File: src/rtl/demux_router.sv
// Registered 1-to-N stream demultiplexer: each accepted beat lands in exactly one
// per-channel holding register; beats with an out-of-range select are dropped and counted.
module demux_router #(
    parameter int N_OUT = 3,
    parameter int SEL_W = 2,
    parameter int DW    = 8,
    parameter int ERR_W = 8
) (
    input  logic                 clk,
    input  logic                 rst,
    input  logic                 in_valid,
    output logic                 in_ready,
    input  logic [SEL_W-1:0]     in_sel,
    input  logic [DW-1:0]        in_data,
    output logic [N_OUT-1:0]     out_valid,
    input  logic [N_OUT-1:0]     out_ready,
    output logic [N_OUT*DW-1:0]  out_data,
    output logic                 err_pulse,
    output logic [ERR_W-1:0]     err_cnt
);

    localparam logic [SEL_W:0]   NumOut = (SEL_W+1)'(N_OUT);
    localparam logic [ERR_W-1:0] ErrMax = {ERR_W{1'b1}};

    logic [N_OUT-1:0]          chanValid_q, chanValid_d;
    logic [N_OUT-1:0][DW-1:0]  chanData_q,  chanData_d;
    logic                      errPulse_q,  errPulse_d;
    logic [ERR_W-1:0]          errCnt_q,    errCnt_d;

    logic [N_OUT-1:0] selHit;
    logic [N_OUT-1:0] chanFree;
    logic [N_OUT-1:0] load;
    logic             selLegal;
    logic             accept;

    // One-hot decode of the legal codes; anything at or above N_OUT is the illegal range.
    always_comb begin
        selLegal = ({1'b0, in_sel} < NumOut);
        for (int k = 0; k < N_OUT; k++) begin
            selHit[k]   = (in_sel == SEL_W'(k));
            chanFree[k] = !chanValid_q[k] || out_ready[k];
        end
    end

    assign in_ready = selLegal ? |(selHit & chanFree) : 1'b1;
    assign accept   = in_valid && in_ready;
    assign load     = accept ? selHit : '0;

    // A loaded channel stays full even if it drained on the same edge.
    always_comb begin
        chanValid_d = chanValid_q;
        chanData_d  = chanData_q;
        for (int k = 0; k < N_OUT; k++) begin
            if (load[k]) begin
                chanValid_d[k] = 1'b1;
                chanData_d[k]  = in_data;
            end else if (out_ready[k]) begin
                chanValid_d[k] = 1'b0;
            end
        end
    end

    always_comb begin
        errPulse_d = accept && !selLegal;
        errCnt_d   = errCnt_q;
        if (errPulse_d && errCnt_q != ErrMax) begin
            errCnt_d = errCnt_q + 1'b1;
        end
    end

    always_ff @(posedge clk) begin
        if (rst) begin
            chanValid_q <= '0;
            chanData_q  <= '0;
            errPulse_q  <= 1'b0;
            errCnt_q    <= '0;
        end else begin
            chanValid_q <= chanValid_d;
            chanData_q  <= chanData_d;
            errPulse_q  <= errPulse_d;
            errCnt_q    <= errCnt_d;
        end
    end

    assign out_valid = chanValid_q;
    assign out_data  = chanData_q;
    assign err_pulse = errPulse_q;
    assign err_cnt   = errCnt_q;

endmodule

File: config.mk
export PLATFORM = sky130hd
export DESIGN_NAME = demux_router
export DESIGN_NICKNAME = d
export VERILOG_FILES = /design/src/rtl/demux_router.sv
export SDC_FILE = /design/constraint.sdc
export NUM_CORES = 1
export LEC_CHECK = 0
export ABC_AREA = 1
export BUFFER_PORTS_ARGS = -buffer_cell sky130_fd_sc_hd__buf_2
export CORE_ASPECT_RATIO = 0.7
export CORE_MARGIN = 2
export CORE_UTILIZATION = 35
export CTS_BUF_LIST = sky130_fd_sc_hd__clkbuf_16
export DETAILED_ROUTE_END_ITERATION = 12
export GPL_TIMING_DRIVEN = 0
export HOLD_SLACK_MARGIN = 0.05
export PLACE_DENSITY = 0.67
export SLEW_MARGIN = 0
export SYNTH_ARGS = -nofsm -noshare
export SYNTH_HDL_FRONTEND = slang
export SYNTH_SLANG_ARGS = --single-unit
File: constraint.sdc
create_clock -name clk -period 1.4 [get_ports clk]
set_clock_uncertainty 0.2 [all_clocks]
set_input_delay 0.28 -clock clk [delete_from_list [all_inputs] [get_ports clk]]
set_output_delay 0.28 -clock clk [all_outputs]
set_load 0.1 [all_outputs]
# [Yosys cells after proc, flatten, opt, wreduce, memory -nomap -nowiden]
# Cells that the tools add are included.
[word_totals] elab_cells=37 out_inout_bits=37 regBits=36
[op_classes] bitwise=1 eq_ne=3 magnitude_cmp=1 reduce_logical=15 muxes=8 addsub=1
[op_table] operator="$add A8 B1 Y8 const B" n=1
[op_table] operator="$ne A8 B8 Y1 const B" n=1
[op_table] operator="$mux W1" n=7
[op_table] operator="$reduce_bool A2 Y1" n=3
[op_table] operator="$logic_not A1 Y1" n=4
[op_table] operator="$and A3 B3 Y3" n=1
[op_table] operator="$logic_and A1 B1 Y1" n=3
[op_table] operator="$logic_or A1 B1 Y1" n=3
[op_table] operator="$mux W3" n=1
[op_table] operator="$reduce_or A3 Y1" n=1
[op_table] operator="$eq A2 B1 Y1 const B" n=1
[op_table] operator="$eq A2 B2 Y1 const B" n=1
[op_table] operator="$logic_not A2 Y1" n=1
[op_table] operator="$lt A2 B2 Y1 const B" n=1

# [Depth between registers and ports, before layout]
[depth] depth_word=8 ltp_mapped=8

# [Worst setup path before layout]
# OpenSTA, ideal clock, no wires.
[synth_timing] path_kind="register to register" startpoint="reg errCnt_q[0], in the netlist err_cnt[0]" endpoint="reg errCnt_q[2], in the netlist err_cnt[2]" path_slack_ns=-0.887 path_stages_with_launch=7 path_buffers=0 t_required_ns=1.082 period_less_slack_ns=2.287 setup_ns=0.118 arrival_time_ns=1.968 path_cell_list="dfxtp_1 ha_1 nand2_1 nor2_1 a21oi_1 o21ai_0 nor2_1"
[synth_between] elab_chain_cells=2 word_cells_on_any_way=3 classes_between="add/sub: 1; eq/ne: 1; reduce/logical: 1"
[synth_rtl] item="start, declared" line="28" source="logic [ERR_W-1:0] errCnt_q, errCnt_d;"
[synth_rtl] item="start signal, assigned" line="81" source="errCnt_q <= errCnt_d;"
[synth_rtl] item="parallel branches: the longest is 2 deep, another holds $add A8 B1 Y8"
# Several ways; the timed one is not identified.
# A chain may end at the register's enable or synchronous reset.

# [Final worst setup path]
[layout_timing] startpoint="reg chanValid_q[0], in the netlist out_valid[0]" endpoint="out in_ready"
[layout_between] elab_chain_cells=5
[layout_rtl] item="start, declared" line="25" source="logic [N_OUT-1:0] chanValid_q, chanValid_d;"
[layout_rtl] item="start signal, assigned" line="78" source="chanValid_q <= chanValid_d;"
[layout_rtl] item="$logic_not A1 Y1" line="41" source="chanFree[k] = !chanValid_q[k] || out_ready[k];"
[layout_rtl] item="$logic_or A1 B1 Y1" line="41"
[layout_rtl] item="$and A3 B3 Y3" line="45" source="assign in_ready = selLegal ? |(selHit & chanFree) : 1'b1;"
[layout_rtl] item="$reduce_or A3 Y1" line="45"
[layout_rtl] item="$mux W1" line="45"
[layout_rtl] item="end, declared" line="12" source="output logic in_ready,"
# Every way passes these cells.

==> impl_results.html <==
<table>
<tr><th>Metric</th><th>Value</th></tr>
<tr><th colspan="2">Placement</th></tr>
<tr><td>Minimum setup slack after placement</td><td>-0.7014 ns</td></tr>
<tr><td>Final RePlAce weighted congestion</td><td>about 0.86</td></tr>
<tr><td>Estimated wirelength of the detail-placed design</td><td>around 3400 um</td></tr>
<tr><td>Total of buffers placed on input and output ports</td><td>50</td></tr>
<tr><td>Post-detailed-placement cell area</td><td>0.002323 mm^2</td></tr>
<tr><th colspan="2">Timing</th></tr>
<tr><td>Slew at the pin closest to its max-slew limit</td><td>roughly 0.57 ns</td></tr>
<tr><td>Final setup TNS</td><td>-3.297 ns</td></tr>
<tr><td>Final setup violation count</td><td>28</td></tr>
<tr><td>Number of hold violations in the final report</td><td>0</td></tr>
<tr><td>Timing-limited maximum frequency</td><td>601.0 MHz</td></tr>
<tr><td>Share of the cycle needed by the critical path after routing</td><td>118.9%</td></tr>
<tr><td>RSZ-0062 raised after global routing</td><td>yes</td></tr>
<tr><td>Worst slew margin relative to its limit</td><td>between 60 and 70%</td></tr>
<tr><td>Final count of pins violating max slew</td><td>0</td></tr>
<tr><td>Minimum period implied by the final worst setup slack</td><td>around 1.7 ns</td></tr>
<tr><td>Final WS setup</td><td>-0.2640 ns</td></tr>
<tr><th colspan="2">Synth</th></tr>
<tr><td>Synth top area cells</td><td>sky130_fd_sc_hd__dfxtp_1 39%, sky130_fd_sc_hd__nand2_1 14%, sky130_fd_sc_hd__inv_1 14%</td></tr>
<tr><td>Synthesized net count</td><td>293</td></tr>
<tr><td>Synth warn</td><td>0</td></tr>
<tr><td>Mapped cell area</td><td>around 0.0019 mm^2</td></tr>
<tr><td>Fraction of synthesized cell area taken by the top area cell type</td><td>between 30% and 40%</td></tr>
<tr><td>Post-synthesis average cell area</td><td>between 6 and 7 um^2</td></tr>
<tr><td>Number of storage elements in the synthesis netlist</td><td>36</td></tr>
<tr><td>Netlist cell types</td><td>23</td></tr>
<tr><td>Post-synthesis sequential area ratio</td><td>about two fifths</td></tr>
<tr><td>Count of mapped cells out of synthesis</td><td>276</td></tr>
<tr><td>Library cell with the largest summed area after synthesis</td><td>sky130_fd_sc_hd__dfxtp_1</td></tr>
<tr><th colspan="2">Cells and area</th></tr>
<tr><td>Utilization after layout</td><td>between 50% and 60%</td></tr>
<tr><td>Filler cells</td><td>~500</td></tr>
<tr><td>Proportion of layout cells with a drive suffix above 1</td><td>approximately 43%</td></tr>
<tr><td>Total Nets Final</td><td>363</td></tr>
<tr><td>Ant. Diodes</td><td>0</td></tr>
<tr><td>Synthesis-to-finish area growth</td><td>53.11%</td></tr>
<tr><td>Final std cell area, no fill</td><td>approximately 0.0028 mm^2</td></tr>
<tr><th colspan="2">Worst setup path</th></tr>
<tr><td>Launching point of the worst reg2reg path</td><td>out_valid[0]</td></tr>
<tr><td>Start-to-end type of the worst setup path</td><td>reg2out</td></tr>
<tr><td>Nature of the critical path endpoint</td><td>primary output</td></tr>
<tr><td>CP Data Arrival Time</td><td>~1.2 ns</td></tr>
<tr><td>Kind of start point of the critical path</td><td>register</td></tr>
<tr><td>Launch point of the critical path</td><td>out_valid[0]</td></tr>
<tr><td>Largest driver fanout on the critical path</td><td>2</td></tr>
<tr><td>Req. time, crit path</td><td>between 0.9 and 1 ns</td></tr>
<tr><th colspan="2">GRT</th></tr>
<tr><td>First-pass GRT wire length</td><td>7838 um</td></tr>
<tr><td>Overall overflow remaining after global route</td><td>0</td></tr>
<tr><td>Vias in the first global route</td><td>between 1500 and 2000</td></tr>
<tr><td>Number of antenna violations at the first check in global routing</td><td>0</td></tr>
<tr><td>Combined global-route utilization of all metal layers</td><td>16.76%</td></tr>
<tr><td>Maximum number of pins on one net before global-route repair</td><td>11</td></tr>
<tr><th colspan="2">Route</th></tr>
<tr><td>DRT Wirelength</td><td>5032 um</td></tr>
<tr><td>First drt pass iteration count</td><td>4</td></tr>
<tr><td>Overall via count from detail_route</td><td>1906</td></tr>
<tr><td>Average wire per cell in the routed design</td><td>~12 um</td></tr>
<tr><td>Drt drc</td><td>0</td></tr>
<tr><td>Routed Antenna Nets</td><td>0</td></tr>
<tr><td>Number of design-rule violations left by the first detailed-router iteration</td><td>about 120</td></tr>
<tr><td>Average vias per placed instance</td><td>4.549</td></tr>
<tr><th colspan="2">Worst hold path</th></tr>
<tr><td>Worst hold path startpoint</td><td>out_ready[1]</td></tr>
<tr><td>Min-Delay Path Class</td><td>in2reg</td></tr>
<tr><th colspan="2">Pwr</th></tr>
<tr><td>Power density cells</td><td>1008 mW/mm^2</td></tr>
<tr><td>Static Leak</td><td>between 1 and 1.5 nW</td></tr>
<tr><td>Worst-case vdd ir drop</td><td>between 500 and 600 uV</td></tr>
<tr><td>Total power consumption of the routed design</td><td>between 2 and 3 mW</td></tr>
<tr><th colspan="2">Clock tree</th></tr>
<tr><td>TritonCTS clock tree</td><td>yes</td></tr>
<tr><td>Root Driver</td><td>sky130_fd_sc_hd__clkbuf_16</td></tr>
<tr><td>Clock sink count</td><td>36</td></tr>
<tr><td>Clock transition at the registers of the reported paths</td><td>0.05 ns</td></tr>
<tr><td>Maximum level of the CTS H-tree</td><td>2</td></tr>
<tr><td>CTS hold repair buffers</td><td>0</td></tr>
<tr><td>Worst-skew pair later-pin latency</td><td>0.27 ns</td></tr>
<tr><td>Deepest clock path buffer count</td><td>2</td></tr>
<tr><td>Number of clock buffers inserted by TritonCTS</td><td>5</td></tr>
<tr><th colspan="2">Floorplan</th></tr>
<tr><td>Io pins</td><td>53</td></tr>
<tr><td>Die span in y</td><td>between 60 and 70 um</td></tr>
<tr><td>Area enclosed by the die boundary</td><td>roughly 0.0059 mm^2</td></tr>
<tr><td>Area of the placeable core</td><td>roughly 0.0052 mm^2</td></tr>
<tr><td>Starting utilization of the core area</td><td>between 30% and 40%</td></tr>
<tr><td>Width of the die</td><td>roughly 91 um</td></tr>
<tr><td>Number of cell rows</td><td>22</td></tr>
<tr><th colspan="2">Flow run</th></tr>
<tr><td>Max Cap Viol</td><td>0</td></tr>
<tr><th colspan="2">Status</th></tr>
<tr><td>Result of the run</td><td>finished, violations left</td></tr>
<tr><td>Failing checks</td><td>negative setup slack</td></tr>
</table>
[per-layer routing]
layer	routed length (um)	global-route usage, %	vias to the layer above
met3	286	3.953	4
met1	2422	23.48	864
met5	0	0	-
met2	2267	25.83	51
met4	55	4.735	0
li1	-	-	987
[where the power goes]
part	internal, mW	leakage [nW]	total (mW)	switching, mW
logic	0.200	0.996	0.748	0.547
clock network	0.639	0.0738	1.03	0.387
registers	1.06	0.312	1.09	0.0281
total	1.90	1.38	2.86	0.962
[cell families (layout without fill, tap and decap cells)]
group / Yosys count / in the layout / synth area share [%]
AND/OR/NAND/NOR: 145 / 148 / 38.45
AO/OA/AOI/OAI: 14 / 14 / 3.986
buffers and inverters: 77 / 145 / 16.55
adder cells (fa/ha/maj): 1 / 1 / 0.6756
XOR/XNOR: 3 / 3 / 1.419
flip-flops: 36 / 36 / 38.92
[path summary, 6_finish.rpt]
kind                  endpoint  depth (start not counted)  slack [ns]
hold / removal    out_valid[1]                          4         0.1
setup reg to reg  out_data[20]                          9       -0.17
hold reg to reg   out_data[15]                          4        0.31
setup / recovery      in_ready                          5       -0.26
[layout by cell type, fill, tap and decap left out, drive strengths merged]
cell	Yosys	layout
a21oi	10	10
buf	6	65
clkbuf	2	8
clkinv	1	2
dfxtp	36	36
ha	1	1
inv	68	70
nand2	72	72
nand3	7	10
nand4	25	25
nor2	36	36
nor3	3	3
o21ai	4	4
or2	2	2
xor2	3	3
[sequential cells by signal (all words and copies together), names as in the netlist]
register and count:
err_cnt 8, out_data 24, err_pulse 1, out_valid 3
[worst max-delay path, stage by stage, from the launching register on]
cell and delay (ns):
sky130_fd_sc_hd__dfxtp_4 0.34, sky130_fd_sc_hd__inv_2 0.04, sky130_fd_sc_hd__o21ai_4 0.14, sky130_fd_sc_hd__nand3_4 0.10, sky130_fd_sc_hd__buf_12 0.14, sky130_fd_sc_hd__buf_12 0.15
[repair_timing]
action	CTS	global route
pin swaps	12	15
gates resized for setup	51	28
setup buffers	6	4
hold endpoints to repair	0	0
cloned	0	3
endpoints found under the setup margin	65	38
[metrics by stage]
stage	hold WS (ns)	cells
3_5_place_dp	0.2934	398
2_1_floorplan	0.2450	276
3_3_place_gp	0.2841	398
4_1_cts	0.08016	412
5_1_grt	0.1058	419
6_report	0.09589	419
[cells in the mapped netlist, drive strengths merged]
cell type   n
nand4      25
dfxtp      36
xor2        3
inv        68
or2         2
clkbuf      2
a21oi      10
ha          1
nand2      72
nor3        3
nor2       36
o21ai       4
clkinv      1
nand3       7
buf         6
[layout make-up]
class	count	area, um^2	area share [%]
sequential	36	792.0	27.93
buffer	8	62.56	2.207
clock buffer	5	125.1	4.413
multi-input combinational	166	1005	35.44
inverter	69	259.0	9.135
tap	72	90.09	3.177
clock inverter	3	11.26	0.3972
timing repair buffer	60	490.5	17.30
Power figures use the tool's default switching activity.
